<file path="config.mk">
export PLATFORM = sky130hd
export DESIGN_NAME = j1_uart_tx
export DESIGN_NICKNAME = d
export VERILOG_FILES = /design/src/rtl/j1_io_pkg.sv /design/src/rtl/j1_sync_fifo.sv /design/src/rtl/j1_uart_tx.sv
export SDC_FILE = /design/constraint.sdc
export NUM_CORES = 1
export LEC_CHECK = 0
export BUFFER_PORTS_ARGS = -buffer_cell sky130_fd_sc_hd__clkbuf_2
export CAP_MARGIN = 10
export CORE_ASPECT_RATIO = 0.75
export CORE_MARGIN = 2
export CORE_UTILIZATION = 58
export CTS_CLUSTER_SIZE = 20
export DETAILED_ROUTE_END_ITERATION = 8
export HOLD_SLACK_MARGIN = 0.03
export PLACE_DENSITY = 0.79
export SLEW_MARGIN = 20
export SYNTH_ARGS = -nofsm -noshare
export SYNTH_HDL_FRONTEND = slang
export SYNTH_SLANG_ARGS = --single-unit
</file>
<file path="constraint.sdc">
create_clock -name sys_clk_i -period 4 [get_ports sys_clk_i]
set_input_delay 0.8 -clock sys_clk_i [delete_from_list [all_inputs] [get_ports sys_clk_i]]
set_output_delay 0.8 -clock sys_clk_i [all_outputs]
set_load 0.02 [all_outputs]
</file>
<file path="src/rtl/j1_io_pkg.sv">
// Shared definitions for j1 I/O peripherals: register offsets, status bit
// positions and the UART transmitter state encoding.
package j1_io_pkg;

  localparam logic [15:0] OFS_DATA   = 16'd0;
  localparam logic [15:0] OFS_STATUS = 16'd1;

  localparam int ST_FULL  = 0;
  localparam int ST_EMPTY = 1;
  localparam int ST_BUSY  = 2;
  localparam int ST_OVF   = 3;

  typedef enum logic [2:0] {
    IDLE,
    START,
    DATA,
    PARITY,
    STOP
  } tx_state_t;

endpackage

</file>
<file path="src/rtl/j1_sync_fifo.sv">
// Single-clock FIFO with show-ahead read data; pushes to a full FIFO and pops
// from an empty one are ignored.
module j1_sync_fifo #(
  parameter int WIDTH = 8,
  parameter int DEPTH = 8
) (
  input  logic             clk,
  input  logic             srst,
  input  logic             push,
  input  logic [WIDTH-1:0] wdata,
  input  logic             pop,
  output logic [WIDTH-1:0] rdata,
  output logic             full,
  output logic             empty
);
  localparam int AW = $clog2(DEPTH);

  logic [WIDTH-1:0] mem_reg [DEPTH];
  logic [AW-1:0]    wr_ptr_reg;
  logic [AW-1:0]    rd_ptr_reg;
  logic [AW:0]      count_reg;
  logic             do_push;
  logic             do_pop;

  assign full    = (count_reg == (AW+1)'(DEPTH));
  assign empty   = (count_reg == '0);
  assign do_push = push && !full;
  assign do_pop  = pop && !empty;
  // Head entry is visible without a read cycle so the consumer can pop and use it at once.
  assign rdata   = mem_reg[rd_ptr_reg];

  always_ff @(posedge clk) begin
    if (do_push) begin
      mem_reg[wr_ptr_reg] <= wdata;
    end
  end

  always_ff @(posedge clk) begin
    if (srst) begin
      wr_ptr_reg <= '0;
      rd_ptr_reg <= '0;
      count_reg  <= '0;
    end else begin
      if (do_push) wr_ptr_reg <= wr_ptr_reg + 1'b1;
      if (do_pop)  rd_ptr_reg <= rd_ptr_reg + 1'b1;
      case ({do_push, do_pop})
        2'b10:   count_reg <= count_reg + 1'b1;
        2'b01:   count_reg <= count_reg - 1'b1;
        default: count_reg <= count_reg;
      endcase
    end
  end

endmodule

</file>
<file path="src/rtl/j1_uart_tx.sv">
// Memory-mapped UART transmitter with byte FIFO for the j1 I/O bus.
// Define J1_UART_TX_PARITY_EN to append an even-parity bit (8E1 instead of 8N1).
import j1_io_pkg::*;

module j1_uart_tx #(
  parameter logic [15:0] BASE_ADDR  = 16'hF000,
  parameter int          CLK_DIV    = 434,
  parameter int          FIFO_DEPTH = 8
) (
  input  logic        sys_clk_i,
  input  logic        sys_rst_i,
  input  logic [15:0] io_addr,
  input  logic [15:0] io_dout,
  input  logic        io_wr,
  input  logic        io_rd,
  output logic [15:0] io_din,
  output logic        txd,
  output logic        tx_busy
);
  localparam logic [15:0] DATA_ADDR = BASE_ADDR + OFS_DATA;
  localparam logic [15:0] STAT_ADDR = BASE_ADDR + OFS_STATUS;
  localparam logic [15:0] BAUD_LAST = 16'(CLK_DIV - 1);

  tx_state_t   state_reg, state_next;
  logic [15:0] baud_reg, baud_next;
  logic [7:0]  shift_reg, shift_next;
  logic [2:0]  bit_reg, bit_next;
  logic        txd_reg, txd_next;
  logic        ovf_reg;
`ifdef J1_UART_TX_PARITY_EN
  logic        par_reg, par_next;
`endif

  logic        wr_data, wr_stat, baud_done;
  logic        fifo_pop, fifo_full, fifo_empty;
  logic [7:0]  fifo_rdata;
  logic        unused_dout_hi;

  assign wr_data        = io_wr && (io_addr == DATA_ADDR);
  assign wr_stat        = io_wr && (io_addr == STAT_ADDR);
  assign baud_done      = (baud_reg == 16'd0);
  assign unused_dout_hi = ^io_dout[15:8];

  j1_sync_fifo #(.WIDTH(8), .DEPTH(FIFO_DEPTH)) u_fifo (
    .clk   (sys_clk_i),
    .srst  (sys_rst_i),
    .push  (wr_data),
    .wdata (io_dout[7:0]),
    .pop   (fifo_pop),
    .rdata (fifo_rdata),
    .full  (fifo_full),
    .empty (fifo_empty)
  );

  always_comb begin
    state_next = state_reg;
    baud_next  = baud_reg;
    shift_next = shift_reg;
    bit_next   = bit_reg;
    fifo_pop   = 1'b0;
`ifdef J1_UART_TX_PARITY_EN
    par_next   = par_reg;
`endif
    case (state_reg)
      IDLE: begin
        if (!fifo_empty) begin
          fifo_pop   = 1'b1;
          shift_next = fifo_rdata;
          baud_next  = BAUD_LAST;
          state_next = START;
`ifdef J1_UART_TX_PARITY_EN
          par_next   = ^fifo_rdata;
`endif
        end
      end
      START: begin
        if (baud_done) begin
          baud_next  = BAUD_LAST;
          bit_next   = 3'd0;
          state_next = DATA;
        end else begin
          baud_next = baud_reg - 1'b1;
        end
      end
      DATA: begin
        if (baud_done) begin
          baud_next  = BAUD_LAST;
          shift_next = {1'b0, shift_reg[7:1]};
          bit_next   = bit_reg + 3'd1;
          if (bit_reg == 3'd7) begin
`ifdef J1_UART_TX_PARITY_EN
            state_next = PARITY;
`else
            state_next = STOP;
`endif
          end
        end else begin
          baud_next = baud_reg - 1'b1;
        end
      end
`ifdef J1_UART_TX_PARITY_EN
      PARITY: begin
        if (baud_done) begin
          baud_next  = BAUD_LAST;
          state_next = STOP;
        end else begin
          baud_next = baud_reg - 1'b1;
        end
      end
`endif
      STOP: begin
        if (baud_done) begin
          baud_next  = 16'd0;
          state_next = IDLE;
        end else begin
          baud_next = baud_reg - 1'b1;
        end
      end
      default: state_next = IDLE;
    endcase

    // txd is registered from the next state so the line never glitches.
    case (state_next)
      START:   txd_next = 1'b0;
      DATA:    txd_next = shift_next[0];
`ifdef J1_UART_TX_PARITY_EN
      PARITY:  txd_next = par_next;
`endif
      default: txd_next = 1'b1;
    endcase
  end

  always_ff @(posedge sys_clk_i) begin
    if (sys_rst_i) begin
      state_reg <= IDLE;
      baud_reg  <= 16'd0;
      shift_reg <= 8'd0;
      bit_reg   <= 3'd0;
      txd_reg   <= 1'b1;
      ovf_reg   <= 1'b0;
`ifdef J1_UART_TX_PARITY_EN
      par_reg   <= 1'b0;
`endif
    end else begin
      state_reg <= state_next;
      baud_reg  <= baud_next;
      shift_reg <= shift_next;
      bit_reg   <= bit_next;
      txd_reg   <= txd_next;
`ifdef J1_UART_TX_PARITY_EN
      par_reg   <= par_next;
`endif
      if (wr_stat) begin
        ovf_reg <= 1'b0;
      end else if (wr_data && fifo_full) begin
        ovf_reg <= 1'b1;
      end
    end
  end

  assign txd     = txd_reg;
  assign tx_busy = (state_reg != IDLE) || !fifo_empty;

  always_comb begin
    io_din = 16'h0000;
    if (io_rd) begin
      if (io_addr == STAT_ADDR) begin
        io_din[ST_OVF]   = ovf_reg;
        io_din[ST_BUSY]  = tx_busy;
        io_din[ST_EMPTY] = fifo_empty;
        io_din[ST_FULL]  = fifo_full;
      end else if (io_addr == DATA_ADDR) begin
        io_din[ST_FULL] = fifo_full;
      end
    end
  end

endmodule
</file>
==> qor.yml <==
reg2regPathDepth: 10
fin_setup_tns_ps: 0
ioPinCount: 54
routed_wl_um: 9080
regArea_um2: 2820
nNetsFinal: 468
syn_to_final_growth_pct: 8.76
synth-seq-area-share_pct: 57.8
finalHoldViolCount: 0
avgSynthCellArea_um2: 12.6
grt_pass1_vias: 2960
power_switching_uw: 425
skew_ps: 11.8
fin_crit_ps: 3040
avgViaCountPerCell: 5.83
synthMuxAreaShare_pct: 9.66
htreeDepth: 3
finalSetupViolations: 0
holdPathStages: 2
critPathCaptureType: "flip-flop"
seqPwrFrac_pct: 63.5
rows: 28
postCtsHoldBufs: 0
power_density_nw_per_um2: 351
worst-setup-path-type: "in2reg"
outcome: "completed"
cts_tree: "built"
core_um2: 8020
drt_iter0_drc: 181
slew_viol_final: 0
cap_violations: 0
cp.arrival_ps: 3340
post_cts_buffers: 0
ant_nets: 0
num_vias: 3105
grt_max_degree: 32
clk_pin_slew_worst_paths_ps: 100
antenna_found_initial: 0
die_h_um: 83.5
gr-total-overflow: 0
p_clk_share_pct: 33.8
syn-instance-count: 386
switching_share_pct: 22.8
p_int_uw: 1440
clock_latency_ps: 370
clk_path_buf_depth: 2
yosys_warnings: 0
p_total_uw: 1870
instances_no_fill: 533
cp_data_required_time_ps: 4300
grt_pass1_wl_um: 14600
place_inst: 517
die_width_um: 110
cts_root_buf: "clkbuf_8"
ys.flop_type: "edfxtp_1"
routedWlPerCell_um: 17.0
max_freq_mhz: 329
drc: 0
layout-drive-gt1-share_pct: 21.7
async_reset_ff_share_pct: 0
ys_types: 61
finalCritPeriodShare_pct: 76.1
ys_ff_latch: 109
grt_setup_unrepaired: "no"
synth-edff-count: 64
diodes: 0
cts_buffers: 9
synth_fa_ha_area_share_pct: 2.51
drt_first_pass_iters: 4
worstPathMaxFanout: 7
netlist_area_um2: 4880
ir_worst_vdd_uv: 252
grtUsageTotal_pct: 20.9
dieArea_um2: 9180
multi_input_area_um2: 1900
floorplan.initialDensity_pct: 60.9
hold_path.class: "reg2reg"
gp_congestion: 0.788
dp_hpwl_um: 6430
p_comb_share_pct: 2.7
fill_cells: 600
cts.repair.resized: 0
synth_xor_xnor_area_share_pct: 2.87
total_leakage_power_uw: 0.00185
port_buffers: 33
relSlewSlack_pct: 41.5
crit_path_start_kind: "primary input"
synth_top_family_by_area: "simple AND/OR/NAND/NOR gates"
worst_pin_slew_ps: 870
clock_sinks: 109
largest_reg_flops: 64
synth-compound-area-share_pct: 7.48
synth-simple-area-share_pct: 15.5
[through the flow]
step	hold slack (ps)	setup slack, ps	utilization [%]	cell area [um2]
global route	522	642	66.2	5310
detailed placement	473	580	63.8	5120
global placement	459	669	63.8	5120
finish	483	956	66.2	5310
floorplan	446	897	-	4920
CTS	484	962	66.2	5310
[cells in the final DEF, fill, tap and decap left out, types with 7 or more instances in the layout]
| master | netlist | routed |
|---|---|---|
| edfxtp_1 | 64 | 64 |
| nor2_1 | 56 | 56 |
| dfxtp_1 | 45 | 44 |
| clkbuf_2 | 0 | 33 |
| nand2_1 | 21 | 21 |
| a21oi_1 | 16 | 16 |
| mux4_2 | 16 | 16 |
| conb_1 | 1 | 12 |
| mux2i_1 | 10 | 10 |
| xor2_1 | 9 | 9 |
| nor3_1 | 9 | 9 |
| ha_1 | 9 | 9 |
| clkbuf_8 | 0 | 9 |
| buf_4 | 12 | 9 |
| xnor2_1 | 7 | 7 |
[cells in the mapped netlist, types with 3 or more instances]
cell      count  area (um2)
buf_1         4        15.0
nor4bb_1      3        30.0
nand3_1       4        20.0
a211oi_1      5        37.5
nor3_1        9        45.0
buf_2         6        30.0
ha_1          9         113
nand3b_1      3        22.5
nand2b_1      6        37.5
o21a_1        3        22.5
a221oi_1      6        52.6
o21ai_0       4        20.0
clkbuf_1      3        11.3
buf_4        12        90.1
dfxtp_1      45         901
a31oi_1       3        18.8
and3_1        3        18.8
xor2_1        9        78.8
mux4_2       16         360
nand2_1      21        78.8
nor2_1       56         210
nor4_1        5        31.3
mux2i_1      10         100
nor4b_1       3        26.3
inv_1         6        22.5
xnor2_1       7        61.3
edfxtp_1     64        1920
a21oi_1      16        80.1
nor2b_1       3        18.8
[final cells by class]
type	instances	area share, %
multi-input combinational	254	35.8
clock buffer	9	2.33
tap	105	2.47
clock inverter	7	1.25
sequential	109	53.2
timing repair buffer	42	4.38
inverter	7	0.542
[path summary, 6_finish.rpt]
check	start	end	slack, ps
worst max-delay path	io_addr[5]	u_fifo.count_reg[2]	960
worst max register to register	state_reg[2]	u_fifo.count_reg[2]	1100
worst min-delay path	shift_reg[0]	shift_reg[0]	480
worst min register to register	shift_reg[0]	shift_reg[0]	480
[cell families (layout without fill, tap and decap cells)]
kind of cell	Yosys count	after routing
simple gates	137	137
flops	109	109
compound gates	52	52
buf+inv	34	65
mux	27	27
xor+xnor	16	16
fa+ha+maj	10	10
other cells	1	12
[per-layer routing]
layer / vias up / GRT usage (%) / part of all wire, %
li1: 1496 / - / -
met1: 1517 / 30.5 / 43
met2: 84 / 32.3 / 49
met3: 8 / 3.98 / 6.4
met4: 0 / 5.52 / 0.96
met5: - / 0 / 0
[worst max-delay path, cell delays in order]
cell,delay (ps)
clkbuf_2,80
nor4b_1,360
nand3_1,220
nor4_4,300
buf_4,200
inv_1,70
ha_1,270
xor2_1,170
ha_1,190
a21oi_1,140
xor2_1,100
or3_1,320
a21oi_1,140
[power by group through the flow]
stage	clock, uW	combinational [uW]	sequential (uW)
after floorplan	0	36.0	1210
after global placement	0	48.1	1210
after detailed placement	0	50.7	1210
after CTS	648	50.5	1190
after global routing	681	56.9	1190
final	631	50.5	1190
Note: power is estimated with default switching activity, not from simulation.
